[src/rtl/control_sequencer.sv]
// control_sequencer: registered control sequencer between decoder and datapath.
// Latency: a word accepted at edge N drives the outputs after edge N. Memory-class
//   words stay visible for MEM_LATENCY+1 cycles, and write-back is enabled only in the last.
// Backpressure: in_ready is low during RST, WAIT and HALT. Words offered then are ignored.
//
// Ports:
//   clock, reset             rising-edge clock, synchronous active-high reset
//   in_valid / in_ready      decoder handshake; a word is taken when both are high
//   in_alu .. in_mux         pre-decoded control fields
//   in_branch, in_halt, take branch/halt qualifiers; take is sampled only on accept
//   controlALU .. controlMUX registered control word presented to the datapath
//   enable                   PC / pipeline advance enable
//   busy                     memory wait in progress
//   halted                   halt latched (cleared only by reset)
module control_sequencer #(
  parameter int ALU_W       = 4,
  parameter int BS_W        = 4,
  parameter int SEL_W       = 3,
  parameter int MEM_LATENCY = 2,
  parameter int CNT_W       = 4
) (
  input  logic             clock,
  input  logic             reset,
  input  logic             in_valid,
  output logic             in_ready,
  input  logic [ALU_W-1:0] in_alu,
  input  logic [BS_W-1:0]  in_bs,
  input  logic [SEL_W-1:0] in_rb,
  input  logic [SEL_W-1:0] in_se1,
  input  logic [SEL_W-1:0] in_se2,
  input  logic [SEL_W-1:0] in_mah,
  input  logic [SEL_W-1:0] in_mdh,
  input  logic [SEL_W-1:0] in_em,
  input  logic             in_mux,
  input  logic             in_branch,
  input  logic             in_halt,
  input  logic             take,
  output logic [ALU_W-1:0] controlALU,
  output logic [BS_W-1:0]  controlBS,
  output logic [SEL_W-1:0] controlRB,
  output logic [SEL_W-1:0] controlSE1,
  output logic [SEL_W-1:0] controlSE2,
  output logic [SEL_W-1:0] controlMAH,
  output logic [SEL_W-1:0] controlMDH,
  output logic [SEL_W-1:0] controlEM,
  output logic             controlMUX,
  output logic             enable,
  output logic             busy,
  output logic             halted
);

  // Full control word, kept as one packed record so that hold/replace is a single assignment.
  typedef struct packed {
    logic [ALU_W-1:0] alu;
    logic [BS_W-1:0]  bs;
    logic [SEL_W-1:0] rb;
    logic [SEL_W-1:0] se1;
    logic [SEL_W-1:0] se2;
    logic [SEL_W-1:0] mah;
    logic [SEL_W-1:0] mdh;
    logic [SEL_W-1:0] em;
    logic             mux;
  } ctrl_t;

  typedef enum logic [1:0] {
    ST_RST   = 2'd0,
    ST_ISSUE = 2'd1,
    ST_WAIT  = 2'd2,
    ST_HALT  = 2'd3
  } state_t;

  // EM=0 means "no memory access". EM=7 is the idle/reset encoding. Every other EM value is a memory access.
  localparam logic [SEL_W-1:0] EM_IDLE = SEL_W'(7);
  localparam logic [SEL_W-1:0] RB_RST  = SEL_W'(5);
  localparam logic [ALU_W-1:0] ALU_NOP = ALU_W'(12);
  localparam bit               HAS_WAIT = (MEM_LATENCY != 0);
  localparam logic [CNT_W-1:0] CNT_LOAD = CNT_W'(MEM_LATENCY);

  localparam ctrl_t RESET_WORD = '{
    alu: '0, bs: '0, rb: RB_RST, se1: '0, se2: '0,
    mah: '0, mdh: '0, em: EM_IDLE, mux: 1'b0
  };

  localparam ctrl_t NOP_WORD = '{
    alu: ALU_NOP, bs: '0, rb: '0, se1: '0, se2: '0,
    mah: '0, mdh: '0, em: '0, mux: 1'b0
  };

  state_t           state_q, state_d;
  ctrl_t            word_q, word_d;
  logic             enable_q, enable_d;
  logic             busy_q, busy_d;
  logic             halted_q, halted_d;
  logic [CNT_W-1:0] cnt_q, cnt_d;
  // The real register-bank select of a memory word. It is suppressed during the wait and restored in the last cycle.
  logic [SEL_W-1:0] rb_hold_q, rb_hold_d;

  ctrl_t in_word;
  logic  accept;
  logic  is_mem;
  logic  wait_last;

  always_comb begin
    in_word     = '0;
    in_word.alu = in_alu;
    in_word.bs  = in_bs;
    in_word.rb  = in_rb;
    in_word.se1 = in_se1;
    in_word.se2 = in_se2;
    in_word.mah = in_mah;
    in_word.mdh = in_mdh;
    in_word.em  = in_em;
    in_word.mux = in_mux;
    // An untaken branch must not redirect the memory address handler.
    if (in_branch && !take) begin
      in_word.mah = '0;
    end
  end

  assign in_ready  = (state_q == ST_ISSUE);
  assign accept    = in_valid && in_ready;
  assign is_mem    = (in_em != '0) && (in_em != EM_IDLE);
  // The WAIT cycle whose edge moves the counter to zero produces the final, write-enabled cycle.
  assign wait_last = (cnt_q <= CNT_W'(1));

  // State register
  always_ff @(posedge clock) begin
    if (reset) begin
      state_q <= ST_RST;
    end else begin
      state_q <= state_d;
    end
  end

  // Next-state logic
  always_comb begin
    state_d = state_q;
    unique case (state_q)
      ST_RST:   state_d = ST_ISSUE;
      ST_ISSUE: begin
        if (accept) begin
          if (in_halt) begin
            state_d = ST_HALT;
          end else if (is_mem && HAS_WAIT) begin
            state_d = ST_WAIT;
          end else begin
            state_d = ST_ISSUE;
          end
        end
      end
      ST_WAIT:  state_d = wait_last ? ST_ISSUE : ST_WAIT;
      ST_HALT:  state_d = ST_HALT;
      default:  state_d = ST_RST;
    endcase
  end

  // Output / datapath next-value logic. Every output is registered from these values.
  always_comb begin
    word_d    = word_q;
    enable_d  = enable_q;
    busy_d    = busy_q;
    halted_d  = halted_q;
    cnt_d     = cnt_q;
    rb_hold_d = rb_hold_q;
    unique case (state_q)
      ST_RST: begin
        word_d   = NOP_WORD;
        enable_d = 1'b1;
        busy_d   = 1'b0;
        halted_d = 1'b0;
        cnt_d    = '0;
      end
      ST_ISSUE: begin
        busy_d = 1'b0;
        if (!accept) begin
          word_d   = NOP_WORD;
          enable_d = 1'b1;
        end else if (in_halt) begin
          // Halt has priority over the memory class: no wait, and the PC freezes at once.
          word_d    = in_word;
          word_d.rb = '0;
          enable_d  = 1'b0;
          halted_d  = 1'b1;
        end else if (is_mem && HAS_WAIT) begin
          word_d    = in_word;
          word_d.rb = '0;
          rb_hold_d = in_rb;
          enable_d  = 1'b0;
          busy_d    = 1'b1;
          cnt_d     = CNT_LOAD;
        end else begin
          word_d   = in_word;
          enable_d = 1'b1;
        end
      end
      ST_WAIT: begin
        cnt_d = (cnt_q != '0) ? cnt_q - CNT_W'(1) : '0;
        if (wait_last) begin
          word_d.rb = rb_hold_q;
          enable_d  = 1'b1;
          busy_d    = 1'b0;
        end
      end
      ST_HALT: begin
        enable_d = 1'b0;
        halted_d = 1'b1;
      end
      default: begin
        word_d = RESET_WORD;
      end
    endcase
  end

  // Output registers
  always_ff @(posedge clock) begin
    if (reset) begin
      word_q    <= RESET_WORD;
      enable_q  <= 1'b1;
      busy_q    <= 1'b0;
      halted_q  <= 1'b0;
      cnt_q     <= '0;
      rb_hold_q <= '0;
    end else begin
      word_q    <= word_d;
      enable_q  <= enable_d;
      busy_q    <= busy_d;
      halted_q  <= halted_d;
      cnt_q     <= cnt_d;
      rb_hold_q <= rb_hold_d;
    end
  end

  assign controlALU = word_q.alu;
  assign controlBS  = word_q.bs;
  assign controlRB  = word_q.rb;
  assign controlSE1 = word_q.se1;
  assign controlSE2 = word_q.se2;
  assign controlMAH = word_q.mah;
  assign controlMDH = word_q.mdh;
  assign controlEM  = word_q.em;
  assign controlMUX = word_q.mux;
  assign enable     = enable_q;
  assign busy       = busy_q;
  assign halted     = halted_q;

endmodule

[config.mk]
export PLATFORM = sky130hd
export DESIGN_NAME = control_sequencer
export DESIGN_NICKNAME = d
export VERILOG_FILES = /design/src/rtl/control_sequencer.sv
export SDC_FILE = /design/constraint.sdc
export NUM_CORES = 1
export LEC_CHECK = 0
export CORE_MARGIN = 4
export CORE_UTILIZATION = 48
export CTS_BUF_LIST = sky130_fd_sc_hd__clkbuf_4 sky130_fd_sc_hd__clkbuf_8
export DETAILED_ROUTE_END_ITERATION = 7
export HOLD_SLACK_MARGIN = 0.05
export PLACE_DENSITY = 0.87
export SLEW_MARGIN = 20
export SYNTH_ARGS = -nofsm -noshare
export SYNTH_HDL_FRONTEND = slang
export SYNTH_SLANG_ARGS = --single-unit
export TNS_END_PERCENT = 50
[constraint.sdc]
create_clock -name clock -period 2.5 [get_ports clock]
set_input_delay 0.5 -clock clock [delete_from_list [all_inputs] [get_ports clock]]
set_output_delay 0.5 -clock clock [all_outputs]
set_load 0.02 [all_outputs]
; ---- Word level (Yosys, flattened, before mapping)
; Cells that the tools add are included.
[totals]
regBits = 39
in_bits = 33
output_inout_bits = 31
[op_classes]
n_eq_ne = 9
n_reduce_logical = 14
n_addsub = 1
order_cmp = 1
bitwise_logic = 1
muxes = 31
[op_table]
columns = operator, count
row1 = $mux W19, 2
row2 = $pmux W16 S2, 1
row3 = $mux W27, 1
row4 = $mux W4, 4
row5 = $pmux W8 S2, 1
row6 = $pmux W4 S3, 1
row7 = $mux W1, 10
row8 = $pmux W3 S3, 1
row9 = $reduce_bool A3 Y1, 3
row10 = $mux W2, 4
row11 = $pmux W2 S4, 1
row12 = $reduce_and A4 Y1, 2
row13 = $mux W3, 2
row14 = $ne A2 B1 Y1 const B, 3
row15 = $pmux W1 S3, 2
row16 = $eq A2 B2 Y1 const B, 2
row17 = $le A4 B1 Y1 const B, 1
row18 = $ne A2 B2 Y1 const B, 2
row19 = $pmux W1 S4, 1
row20 = $reduce_bool A4 Y1, 1
row21 = $sub A4 B1 Y4 const B, 1
row22 = $logic_and A1 B1 Y1, 3
row23 = $ne A3 B3 Y1 const B, 1
row24 = $reduce_and A3 Y1, 1
row25 = 6 further kinds, 6

; ---- Longest topological paths before layout
; Gate-level depths: netlist of run 1.
[depth]
depth_word = 7
depth_mapped = 7
depth_no_buf = 6

; ---- Least setup slack after synthesis of run 1
; Ideal clock, no wire load.
[synth_path]
path_kind = reg-to-reg
start = reg state_q[1]
end = reg cnt_q[2]
synth_period_minus_slack_ns = 1.685
setup_ns = 0.071
path_stages_with_launch = 7
slack_ns = 0.815
required_time_ns = 2.429
n_path_buf = 0
t_arrival_ns = 1.614
path_cell_list = dfxtp_1 inv_1 ha_1 or4b_1 o211a_2 a21bo_1 a21oi_1
[synth_between]
elab_chain_len = 4
elab_cells_between_ends = 10
classes_between = eq/ne (5) / mux (1) / reduce/logical (4)
[synth_lines]
columns = item, line_no
row1 = "start, declared", 89  ; state_t state_q, state_d;
row2 = "start signal, assigned", 131  ; state_q <= state_d;
row3 = $eq A2 B1 Y1 (*), 120  ; assign in_ready = (state_q == ST_ISSUE);
row4 = net in_ready, 25  ; output logic in_ready,
row5 = $logic_and A1 B1 Y1, 121  ; assign accept = in_valid && in_ready;
row6 = $ne A2 B1 Y1 (no line), -
row7 = $reduce_and A4 Y1 (no line), -
row8 = "end signal, assigned", 228  ; cnt_q <= cnt_d;
row9 = "end, declared", 94  ; logic [CNT_W-1:0] cnt_q, cnt_d;
; The timed path passes the listed nets; every way through them passes the cells marked *.
; A chain may end at the register's enable or synchronous reset.

; ---- Worst setup path after layout of run 1
[layout_path]
start = reg state_q[0]
end = out in_ready
[layout_between]
elab_chain_len = 1
[layout_lines]
columns = item, line_no
row1 = $eq A2 B1 Y1, 120
row2 = "end, declared", 25
; Every way passes these cells.

==> flow_summary.ini, run 1 <==
[run_status]
status = finished clean

[synth]
syn_nets = 213
synthTopCellsByArea = dfxtp_1 (48%), a22oi_1 (10%), nor2_1 (6.7%)
ys_types = 40
synth-compound-area-share_pct = 26.34
synth_warnings = 0
synth_edf_count = 0
synth-seq-cells = 39
synth_sequential_area_ratio_pct = 47.78
syn_inst = 176
muxShareOfSynthArea_pct = 1.838
synth_area_um2 = 1634
synth_top_area_share_pct = 47.78
synth_top_area_cell = dfxtp_1
synth_ff_type = dfxtp_1
syn_avg_cell_area_um2 = 9.284
synth_xor_area_share_pct = 0
async_flop_share_pct = 0
synth_adder_area_share_pct = 3.063
synthSimpleGateAreaFrac_pct = 16.77
synth_top_family_by_area = compound AO/OA/AOI/OAI gates

[global_routing]
busiest_layer = met2
grtUsageMet1_pct = 24.90
grt_antenna_before_repair = 0
grt_pass1_wl_um = 6651
grt_max_degree = 41
grtUsageMet3_pct = 4.082
met2_usage_pct = 32.09
overflow = 0
grtUsageTotal_pct = 19.89
grt_pass1_vias = 1469

[sta]
hold_viol_final = 0
finalCritPeriodShare_pct = 89.97
max_freq_mhz = 444.6
finalCriticalPeriod_ps = 2249
slew_headroom_pct = 72.74
maxSlewViolCount = 0
clock_skew_ps = 19.07
setup_violations = 0
setup_slack_ps = 250.7
worstMarginPinSlew_ps = 405.9
setup_tns_ps = 0
rsz0062_at_grt = false

[power]
p_clk_share_pct = 21.7
pwr-share-seq_pct = 46.0
combPwrFrac_pct = 32.2
p_total_w = 0.001532
power_switching_w = 0.0005145
leakage_nw = 0.8695
intPower_w = 0.001018
power_density_nw_per_um2 = 642.4
switching_share_pct = 33.58
peakVddDrop_uv = 424.0

[floorplanning]
die_h_um = 66.35
ios = 64
die_w_um = 66.35
core.rowCount = 20
initial_core_util_pct = 51.83
core_area_um2 = 3153
die_area_um2 = 4402

[placement]
port_buffers = 63
dp_hpwl_um = 3044
place.gp.congestion = 0.7674
place_ws_ps = 430.7
dp_cells = 279

[finish]
drive_gt1_share_pct = 8.642
diodes = 0
final_cells = 287
final_nets = 279
nFillCells = 236
post-route-util_pct = 75.63
area_growth_pct = 45.94

[route]
drc_errors = 0
drtPass1Iterations = 4
wire_per_inst_um = 14.29
vias = 1568
wl_um = 4100
drtIter0Drc = 142
viasPerCell = 5.463
drtAntennaViolNets = 0

[clock_network]
clock_path_buffers = 2
post_cts_buffers = 0
cts_tree = built
ctsResizeCount = 0
clk_latency_ps = 360
cts_hold_buf = 0
cts.sinks = 39
worst_setup_hold_path_clk_slew_ps = 120
cts_htree_levels = 2
cts_made_buffers = 5
cts_root_buf = clkbuf_4

[critical_path]
critPathKind = register to output port
cp_num_cells = 2
r2r_slack_ps = 700
crit_slowest_cell = clkdlybuf4s50_1
path_cells = ha_1, clkdlybuf4s50_1
crit_required_ps = 2000
path_buf_inv = 1
rr_worst_depth = 4
crit_family = buffers and inverters
critical_path.startpoint_type = register
cp.arrival_ps = 1750
critPathMaxStageDelay_ps = 660
crit_fanout = 9
end_kind = output port

[run]
max-cap-violations = 0

[hold_path]
worstHoldPathCells = 2
hp-class = register to register
## worst register-to-register path: cells and delay by family (launching register included)
kind / cells / cell delay (ps)
simple gates: 1 / 440
flops: 1 / 410
compound gates: 2 / 530
fa+ha+maj: 1 / 340
## per-stage QoR
step | hold WS, ps | instance area (um^2)
after detailed placement | 456.7 | 2322
after global routing | 521.1 | 2385
after floorplan | 459.0 | 1634
after global placement | 466.0 | 2322
after CTS | 483.4 | 2385
final | 481.6 | 2385
## cell families after synthesis
family,after synthesis
AOI/OAI and AO/OA,57
and+or+nand+nor,56
DFF,39
buffers and inverters,17
adders and majority gates,4
muxes,3
## cell usage after synthesis, types with 2 or more instances
cell / count
dfxtp_1: 39
nor2_1: 29
a22oi_1: 22
nand2_1: 10
a21oi_1: 9
inv_1: 7
clkbuf_1: 5
buf_2: 4
ha_1: 4
o21ai_0: 4
o32ai_1: 4
mux2i_1: 3
nand2b_1: 3
nor3_1: 3
a221o_1: 2
nand3_1: 2
nor2b_1: 2
o21bai_1: 2
## sequential cells by signal, indices dropped and copies added, names as in the netlist, 2 cells and up
name,flops
controlRB,3
controlALU,4
controlMDH,3
controlEM,3
controlSE1,3
cnt_q,4
rb_hold_q,3
controlBS,4
state_q,2
controlSE2,3
controlMAH,3
## cell type report
type                            count  area [um^2]  area share (%)
Tap cell                           44        55.05           2.308
Timing Repair Buffer               69        675.6           28.33
Multi-Input combinational cell    120        784.5           32.90
Clock inverter                      3        25.02           1.049
Inverter                            7        26.28           1.102
Clock buffer                        5        37.54           1.574
Sequential cell                    39        780.7           32.74
## worst paths after layout
kind / startpoint / to
max: state_q[0] / in_ready
min: busy / busy
max reg2reg: state_q[0] / enable
min reg2reg: busy / busy
## placed cells by master (no fill, tap or decap), types with 5 or more instances in the layout
master,count
dfxtp_1,39
buf_4,6
nand2_1,10
a22oi_1,22
clkdlybuf4s50_1,63
clkbuf_4,5
nor2_1,29
inv_1,7
a21oi_1,9
## power groups by stage
stage / Sequential, W / Clock (W) / Combinational [W]
after floorplan: 0.000768 / 0 / 0.000237
after global placement: 0.000718 / 0 / 0.000490
after detailed placement: 0.000719 / 0 / 0.000494
after CTS: 0.000706 / 0.000339 / 0.000496
after global routing: 0.000714 / 0.000368 / 0.000538
final: 0.000705 / 0.000333 / 0.000493
## routing by layer
layer	vias up	share of wire, %	wire length [um]
li1	785	-	-
met1	716	44	1792
met2	58	48	1972
met3	9	5.8	236
met4	0	2.4	99
met5	-	0	0
Note: power is estimated with default switching activity, not from simulation.
==> inputs of run 2 (changes only) <==
- MAX_ROUTING_LAYER: not set -> met4
==> run 2 against run 1 <==
Compared with the run above:
- critical path type unchanged
- cell count stayed put
- non-clock buffer count is the same
- critical path depth did not move
- clock skew down 0.51 ps
- maximum frequency grew 0.20%
- sequential power about the same
- via count down 1.1%
==> flow_summary.ini, run 2 (synthesis results as in run 1) <==
[sta]
setup_slack_ps = 255.3
max_freq_mhz = 445.5
clock_skew_ps = 18.55
setup_violations = 0
rsz0062_at_grt = false
slew_headroom_pct = 72.81
maxSlewViolCount = 0
finalCriticalPeriod_ps = 2245
setup_tns_ps = 0
worstMarginPinSlew_ps = 404.9
finalCritPeriodShare_pct = 89.79
hold_viol_final = 0

[clock_network]
worst_setup_hold_path_clk_slew_ps = 120
post_cts_buffers = 0
cts_hold_buf = 0
clk_latency_ps = 350
cts_made_buffers = 5
clock_path_buffers = 2
ctsResizeCount = 0
cts_root_buf = clkbuf_4
cts.sinks = 39
cts_htree_levels = 2
cts_tree = built

[placement]
port_buffers = 63
dp_hpwl_um = 3044
place.gp.congestion = 0.7776
placed_cell_area_um2 = 2322
place_ws_ps = 430.7
dp_cells = 279

[hold_path]
whs_endpoint = busy
min_from = busy
hp-class = register to register
worstHoldPathCells = 2

[global_routing]
grt_pass1_vias = 1470
grt_pass1_wl_um = 6651
grt_antenna_before_repair = 0
grt_max_degree = 41
grtUsageTotal_pct = 20.37
overflow = 0

[run_status]
status = finished clean

[finish]
final_cell_mix = clkdlybuf4s50_1 (63), dfxtp_1 (39), nor2_1 (29)
final_common_cell = clkdlybuf4s50_1
final_cells = 287
drive_gt1_share_pct = 8.642
diodes = 0
area_growth_pct = 45.94
final_nets = 279
final_area_um2 = 2385

[route]
viasPerCell = 5.404
drtAntennaViolNets = 0
drc_errors = 0
wire_per_inst_um = 14.23
drtIter0Drc = 170
drtPass1Iterations = 4
wl_um = 4085
vias = 1551

[floorplanning]
core.rowCount = 20
die_h_um = 66.35
initial_core_util_pct = 51.83
die_area_um2 = 4402
core_area_um2 = 3153
ios = 64
die_w_um = 66.35

[power]
peakVddDrop_uv = 423.5
power_density_nw_per_um2 = 641.6
leakage_nw = 0.8695
p_total_w = 0.001530

[critical_path]
crit_required_ps = 2000
r2r_slack_ps = 690
rr_worst_depth = 4
timing.rr.start = state_q[0]
end_kind = output port
path_cells = ha_1, clkdlybuf4s50_1
crit_fanout = 9
crit_slowest_cell = clkdlybuf4s50_1
critPathKind = register to output port
critPathMaxStageDelay_ps = 660
r2r-end = enable
cp.arrival_ps = 1740
critical_path.startpoint_type = register

[run]
max-cap-violations = 0
run 2: worst max-delay path: cells and delay by family, from the launching register on:
kind | cells | cell delay, ps
flip-flops | 1 | 410
buffers and inverters | 1 | 660
adder cells (fa/ha/maj) | 1 | 330
run 2: routing by layer:
metal / GRT usage [%] / up-vias / part of all wire [%]
li1: - / 784 / -
met2: 31.97 / 52 / 48
met1: 24.90 / 707 / 45
met5: - / - / 0
met4: 9.898 / 0 / 2.4
met3: 4.082 / 8 / 4.6
run 2: where the power goes:
group	switching, W	leakage [nW]	internal (W)	total, W
Sequential	0.0000321	0.319	0.000674	0.000706
Clock	0.000219	0.0314	0.000113	0.000331
Combinational	0.000262	0.519	0.000231	0.000493
Total	0.000513	0.870	0.00102	0.00153
run 2: worst max path at each step:
stage / startpoint / endpoint / slack (ps) / depth (start not counted)
floorplan: state_q[1] / cnt_q[2] / 810 / 6
global placement: in_em[2] / cnt_q[2] / 440 / 5
detailed placement: in_valid / enable / 430 / 4
CTS: state_q[0] / in_ready / 240 / 2
global route: state_q[0] / in_ready / 140 / 2
finish: state_q[0] / in_ready / 260 / 2
run 2: layout make-up:
cell class | count | area, um^2
multi-input cells | 120 | 784.5
flip-flops and latches | 39 | 780.7
fillers | 236 | 768.2
repair buffers | 69 | 675.6
well taps | 44 | 55.05
clock buffers | 5 | 37.54
inverters | 7 | 26.28
clock inverters | 3 | 25.02
run 2: metrics by stage:
step / util (%) / hold WS (ps)
2_1_floorplan: - / 459.0
3_3_place_gp: 73.65 / 466.0
3_5_place_dp: 73.65 / 456.7
4_1_cts: 75.63 / 483.4
5_1_grt: 75.63 / 521.1
6_report: 75.63 / 481.1
